### config.mk
export PLATFORM = sky130hd
export DESIGN_NAME = rca_64_flat
export DESIGN_NICKNAME = d
export VERILOG_FILES = /design/src/rtl/adder_pkg.sv /design/src/rtl/rca_64_if.sv /design/src/rtl/full_adder.sv /design/src/rtl/rca_64.sv /design/src/flat_wrapper.sv
export SDC_FILE = /design/constraint.sdc
export NUM_CORES = 1
export LEC_CHECK = 0
export ABC_AREA = 0
export BUFFER_PORTS_ARGS = -buffer_cell sky130_fd_sc_hd__buf_2
export CORE_AREA = 5 5 101 103
export DETAILED_ROUTE_END_ITERATION = 6
export DIE_AREA = 0 0 106 108
export GPL_TIMING_DRIVEN = 0
export PLACE_DENSITY = 0.76
export SYNTH_ARGS = -nofsm -noshare
export SYNTH_HDL_FRONTEND = slang
export SYNTH_SLANG_ARGS = --single-unit
### constraint.sdc
create_clock -name clk -period 53.4 [get_ports clk]
set_clock_uncertainty 0.05 [all_clocks]
set_input_delay 8.01 -clock clk [delete_from_list [all_inputs] [get_ports clk]]
set_output_delay 8.01 -clock clk [all_outputs]
set_load 0.01 [all_outputs]
### src/rtl/adder_pkg.sv
// rtl/adder_pkg.sv - shared constants and types for the adder comparison suite
// Purpose: operand width and word type used by every adder in the suite.
// Ports: none (package).
package adder_pkg;

    localparam int ADDER_W = 64;

    typedef logic [ADDER_W-1:0] word_t;

endpackage

### src/rtl/rca_64_if.sv
// rtl/rca_64_if.sv - operand/result bundle for the 64-bit ripple-carry adder
// Purpose: groups adder operands and registered results.
// Signals:
//   a, b  operands (driven by master)
//   cin   carry into bit 0 (driven by master)
//   sum   registered sum (driven by slave)
//   cout  registered carry out (driven by slave)
interface rca_64_if;
    import adder_pkg::*;

    word_t a;
    word_t b;
    logic  cin;
    word_t sum;
    logic  cout;

    modport master (
        output a,
        output b,
        output cin,
        input  sum,
        input  cout
    );

    modport slave (
        input  a,
        input  b,
        input  cin,
        output sum,
        output cout
    );

endinterface

### src/rtl/full_adder.sv
// rtl/full_adder.sv - one-bit combinational full adder cell
// Purpose: single stage of the ripple-carry chain.
// Ports:
//   s   out  sum bit a^b^ci
//   co  out  carry out a&b | ci&(a^b)
//   a   in   operand bit
//   b   in   operand bit
//   ci  in   carry in
module full_adder (
    output logic s,
    output logic co,
    input  logic a,
    input  logic b,
    input  logic ci
);

    logic p;

    // Propagate term shared by the sum and the carry.
    assign p  = a ^ b;
    assign s  = p ^ ci;
    assign co = (a & b) | (ci & p);

endmodule

### src/rtl/rca_64.sv
// rtl/rca_64.sv - 64-bit unsigned ripple-carry adder with registered outputs
// Purpose: {cout,sum} <= a + b + cin through a strict chain of full_adder
//          cells, captured on the rising clock edge (1-cycle latency).
// Ports:
//   clk  in   clock, rising edge
//   rst  in   synchronous active-high reset; clears sum and cout
//   bus  slave modport of rca_64_if (a, b, cin in; sum, cout out)
module rca_64
    import adder_pkg::*;
#(
    parameter int WIDTH = ADDER_W
) (
    input logic    clk,
    input logic    rst,
    rca_64_if.slave bus
);

    // c[i] is the carry into bit i; c[WIDTH] is the final carry out.
    logic [WIDTH:0]   c;
    logic [WIDTH-1:0] s;

    logic [WIDTH-1:0] sum_d;
    logic [WIDTH-1:0] sum_q;
    logic             cout_d;
    logic             cout_q;

    assign c[0] = bus.cin;

    generate
        for (genvar i = 0; i < WIDTH; i++) begin : g_fa
            full_adder u_fa (
                .s  (s[i]),
                .co (c[i+1]),
                .a  (bus.a[i]),
                .b  (bus.b[i]),
                .ci (c[i])
            );
        end
    endgenerate

    always_comb begin
        sum_d  = s;
        cout_d = c[WIDTH];
    end

    // Reset wins over the adder result so a pending sum is discarded.
    always_ff @(posedge clk) begin
        if (rst) begin
            sum_q  <= '0;
            cout_q <= 1'b0;
        end else begin
            sum_q  <= sum_d;
            cout_q <= cout_d;
        end
    end

    assign bus.sum  = sum_q;
    assign bus.cout = cout_q;

endmodule

### src/flat_wrapper.sv
// flat-port wrapper written by rule: the top's interface ports become plain ports
module rca_64_flat import adder_pkg::*;
#(
    parameter int WIDTH = ADDER_W
)
  (clk, rst, bus_a, bus_b, bus_cin, bus_sum, bus_cout);
  rca_64_if bus_i ();
  input logic clk;
  input logic rst;
  input wire logic [$bits(bus_i.a)-1:0] bus_a;
  input wire logic [$bits(bus_i.b)-1:0] bus_b;
  input wire logic [$bits(bus_i.cin)-1:0] bus_cin;
  output wire logic [$bits(bus_i.sum)-1:0] bus_sum;
  output wire logic [$bits(bus_i.cout)-1:0] bus_cout;
  assign bus_i.a = bus_a;
  assign bus_i.b = bus_b;
  assign bus_i.cin = bus_cin;
  assign bus_sum = bus_i.sum;
  assign bus_cout = bus_i.cout;
  rca_64 #(.WIDTH(WIDTH)) u_core (.clk(clk), .rst(rst), .bus(bus_i));
endmodule
== Word-level counts from Yosys, hierarchy flattened ==
Cells that the tools add are included.
Cells by class
  bitwise logic cells: 320
Operators by type and width (number)
  1-bit AND: 128
  1-bit XOR: 128
  1-bit OR: 64
Word-level totals
  output and inout bits: 65
  register bits after elaboration: 65
  logic and storage cells: 322
  bits of input ports: 131

== Longest topological paths before layout ==
  depth in word-level cells: 129
  gate-level depth with buffers: 68

== Cells and area by module ==
A second synthesis with hierarchy kept.
Second synthesis, totals
  cells, all modules: 201
  area total of the unflattened synthesis: 3136.8 um2
Modules (own cells, without submodules)
  rca_64: instances 1, seq. area each 1301.2 um2, cells an instance 137, area an instance 1855.5 um2
  full_adder: instances 64, seq. area each 0.0 um2, cells an instance 1, area an instance 20.0 um2

== Worst setup path after synthesis ==
Ideal clock, no wire load.
  kind: in2reg
  from: input bus_cin
  to: register u_core.sum_q[63], in the netlist u_core.bus.sum[63]
  stages on the path: 68
  path slack: 20.962 ns
  buffers on the path: 0
  data arrival time: 32.324 ns
  cells stage by stage: fa_1 -> fa_1 -> fa_1 -> fa_1 -> fa_1 -> fa_1 -> fa_1 -> fa_1 -> fa_1 -> inv_1 -> fa_1 -> inv_1 -> fa_1 -> fa_1 -> fa_1 -> fa_1 -> fa_1 -> fa_1 -> [... 32 more ...] -> fa_1 -> fa_1 -> fa_1 -> fa_1 -> fa_1 -> fa_1 -> fa_1 -> fa_1 -> fa_1 -> fa_1 -> fa_1 -> fa_1 -> fa_1 -> fa_1 -> fa_1 -> inv_1 -> fa_1 -> nor2_1
Between the ends
  cells in the longest elaborated chain, start to end: 127
Ends and longest elaborated chain
  from (decl): RTL line flat_wrapper.sv:12  | input wire logic [$bits(bus_i.cin)-1:0] bus_cin;
  1-bit AND: RTL line full_adder.sv:22  | assign co = (a & b) | (ci & p);
  1-bit OR: RTL line full_adder.sv:22
  1-bit AND: RTL line full_adder.sv:22
  1-bit OR: RTL line full_adder.sv:22
  1-bit AND: RTL line full_adder.sv:22
  1-bit OR: RTL line full_adder.sv:22
  1-bit AND: RTL line full_adder.sv:22
  1-bit OR: RTL line full_adder.sv:22
  [... 111 more ...]
  1-bit OR: RTL line full_adder.sv:22
  1-bit AND: RTL line full_adder.sv:22
  1-bit OR: RTL line full_adder.sv:22
  1-bit AND: RTL line full_adder.sv:22
  1-bit OR: RTL line full_adder.sv:22
  1-bit AND: RTL line full_adder.sv:22
  1-bit OR: RTL line full_adder.sv:22
  1-bit XOR: RTL line full_adder.sv:21  | assign s = p ^ ci;
  to (signal assigned): RTL line rca_64.sv:52  | sum_q <= sum_d;
  to (decl): RTL line rca_64.sv:23  | logic [WIDTH-1:0] sum_q;
Every way passes these cells.
A chain may end at the register's enable or synchronous reset.

== Final worst setup path ==
Same ends and word-level chain as after synthesis.

==> flow_metrics.tcl <==
set metrics [dict create \
    outcome "finished, final reports clean" \
    numCtsBuffers 9 \
    cts_buffer_depth 2 \
    critPathCaptureType "flip-flop" \
    p_leak_nw 2.15 \
    slew_violations 0 \
    start_util_pct 34.0 \
    fillerInstances 850 \
    die-height_um 108 \
    finalHoldViolCount 0 \
    place_congestion 0.773 \
    ys_async_sr_fraction_pct 0 \
    net-switching-power_w 0.0000370 \
    start_kind "input pin" \
    tightest_slew_ps 180 \
    synthesis.area_um2 3100 \
    multi_input_area_um2 1700 \
    seq_area_um2 1300 \
    viasPerCell 4.19 \
    cp_top_family "adder cells" \
    avgSynthCellArea_um2 14.9 \
    cts-root-buf "clkbuf_8" \
    drt_iter0_drc 44 \
    fin_setup_tns_ps 0 \
    cts_sinks 65 \
    hpwl_mm 6.95 \
    crit_type "input pin to flip-flop" \
    hp-class "input pin to flip-flop" \
    syn2layout_area_growth_pct 41.4 \
    antennaDiodeCount 0 \
    critPathBufInv 4 \
    vias 2219 \
    yosys_warnings 0 \
    peakVddDrop_mv 0.0129 \
    critPathArrivalTime_ps 33800 \
    p_clk_share_pct 28.8 \
    power.total_w 0.000126 \
    yosysTopAreaCellShare_pct 42.0 \
    crit_fanout 1 \
    die-area_um2 11400 \
    ys_ff_latch 65 \
    power.internal_w 0.0000887 \
    grt_pass1_vias 2606 \
    post-synth-top-count-cell "dfxtp_1" \
    rsz0062_at_grt "no" \
    synthTopCellsByCount "dfxtp_1 (65), fa_1 (64), nor2b_1 (55), and2b_2 (7), inv_1 (7)" \
    crit_slowest_cell "fa_1" \
    grt.total_usage_pct 13.9 \
    drive_above_1_share_pct 53.6 \
    antenna_found_initial 0 \
    grt_max_degree 13 \
    ys_seq_area_share_pct 42.0 \
    cpMostUsedCell "fa_1" \
    cts_tree "done" \
    yosys.area.top_type "dfxtp_1" \
    numPortBuffers 194 \
    chipWidth_um 106 \
    min_period_over_period_pct 62.9 \
    synth_flop_cell "dfxtp_1" \
    powerDensity_nw_per_um2 28.7 \
    htreeDepth 3 \
    drv_cap 0 \
    p_comb_share_pct 26.4 \
    max_stage_delay_ps 460 \
    final_antenna_net_count 0 \
    slew_headroom_pct 88.0 \
    cts_resized 0 \
    grt_first_pass_wirelength_mm 12.3 \
    setup_viol 0 \
    fin_crit_ps 33580 \
    wl_per_cell_um 14.7 \
    synth-edff-count 0 \
    grt_overflow 0 \
    yosysUniqueCellTypes 8 \
    synth_area_leaders "dfxtp_1 (42%), fa_1 (41%), nor2b_1 (11%), buf_6 (2.2%), and2b_2 (2.0%)" \
    dr.pass1.iters 4 \
    p_seq_share_pct 44.8 \
    clk_pin_slew_worst_paths_ps 80 \
    switching_share_pct 29.5 \
    post_cts_buffers 0 \
    num_io_pins 196 \
    fin_nets 608 \
    totalWireLength_mm 7.79 \
    max_freq_mhz 29.8 \
    core_um2 9110 \
    rows 35 \
    drc 0 \
    cts_hold_buf 0 \
    syn-num-nets 403 \
    required_ps 53610 \
    synth_cells 208 \
]
-- flip-flops by register name, indices dropped and copies added, names as in the netlist --
name / count
u_core.bus.cout: 1
u_core.bus.sum: 64
-- cell type report --
cell class | instances | share of cell area [%]
repair buffers | 194 | 22.2
plain buffers | 7 | 1.66
inverters | 7 | 0.600
clock inverters | 7 | 1.09
multi-input cells | 129 | 38.8
well taps | 111 | 3.17
flip-flops and latches | 65 | 29.7
clock buffers | 9 | 2.83
-- cell families after synthesis --
| kind of cell | count (synthesis) | synth area share [%] |
|---|---|---|
| flops | 65 | 42.0 |
| simple gates | 65 | 13.4 |
| fa+ha+maj | 64 | 41.4 |
| buf+inv | 14 | 3.19 |
-- through the flow --
step                      hold WS, ps  utilization (%)  std cells  cell area (um^2)  worst slack (ps)
final                            7860             48.1        529              4380             19820
after global routing             7860             48.1        529              4380             19020
after floorplan                  8170                -        208              3100             20960
after detailed placement         8220             46.2        513              4210             19410
after global placement           8220             46.2        513              4210             19960
after CTS                        7850             48.1        529              4380             19740
-- cells in the final DEF, fill, tap and decap left out --
| master | synthesis | routed |
|---|---|---|
| dfxtp_1 | 65 | 65 |
| clkinv_4 | 0 | 2 |
| clkbuf_2 | 1 | 1 |
| inv_1 | 7 | 7 |
| buf_2 | 0 | 194 |
| buf_6 | 6 | 6 |
| fa_1 | 64 | 64 |
| nor2b_1 | 55 | 55 |
| clkinv_2 | 0 | 3 |
| and2b_2 | 7 | 7 |
| clkinvlp_4 | 0 | 2 |
| clkbuf_8 | 0 | 9 |
| nor2_1 | 3 | 3 |
-- routing by layer --
metal | global-route usage, % | routed length [um] | up-vias
met3 | 4.60 | 566 | 16
li1 | - | - | 1024
met4 | 5.09 | 182 | 0
met2 | 25.8 | 4400 | 105
met5 | 0 | 0 | -
met1 | 14.8 | 2640 | 1074
-- power by group through the flow --
stage / logic, W / registers, W / clock network, W
6_report: 0.0000332 / 0.0000564 / 0.0000362
3_3_place_gp: 0.0000323 / 0.0000573 / 0
4_1_cts: 0.0000339 / 0.0000565 / 0.0000379
2_1_floorplan: 0.0000124 / 0.0000611 / 0
5_1_grt: 0.0000379 / 0.0000570 / 0.0000397
3_5_place_dp: 0.0000337 / 0.0000576 / 0
-- worst paths after layout --
path | startpoint | end | slack, ps | depth (start not counted)
min | rst | u_core.bus.sum[6]$_SDFF_PP0_ | 7860 | 2
max | bus_cin | u_core.bus.sum[63]$_SDFF_PP0_ | 19820 | 69
No activity file was read; power rests on OpenSTA's default activity.
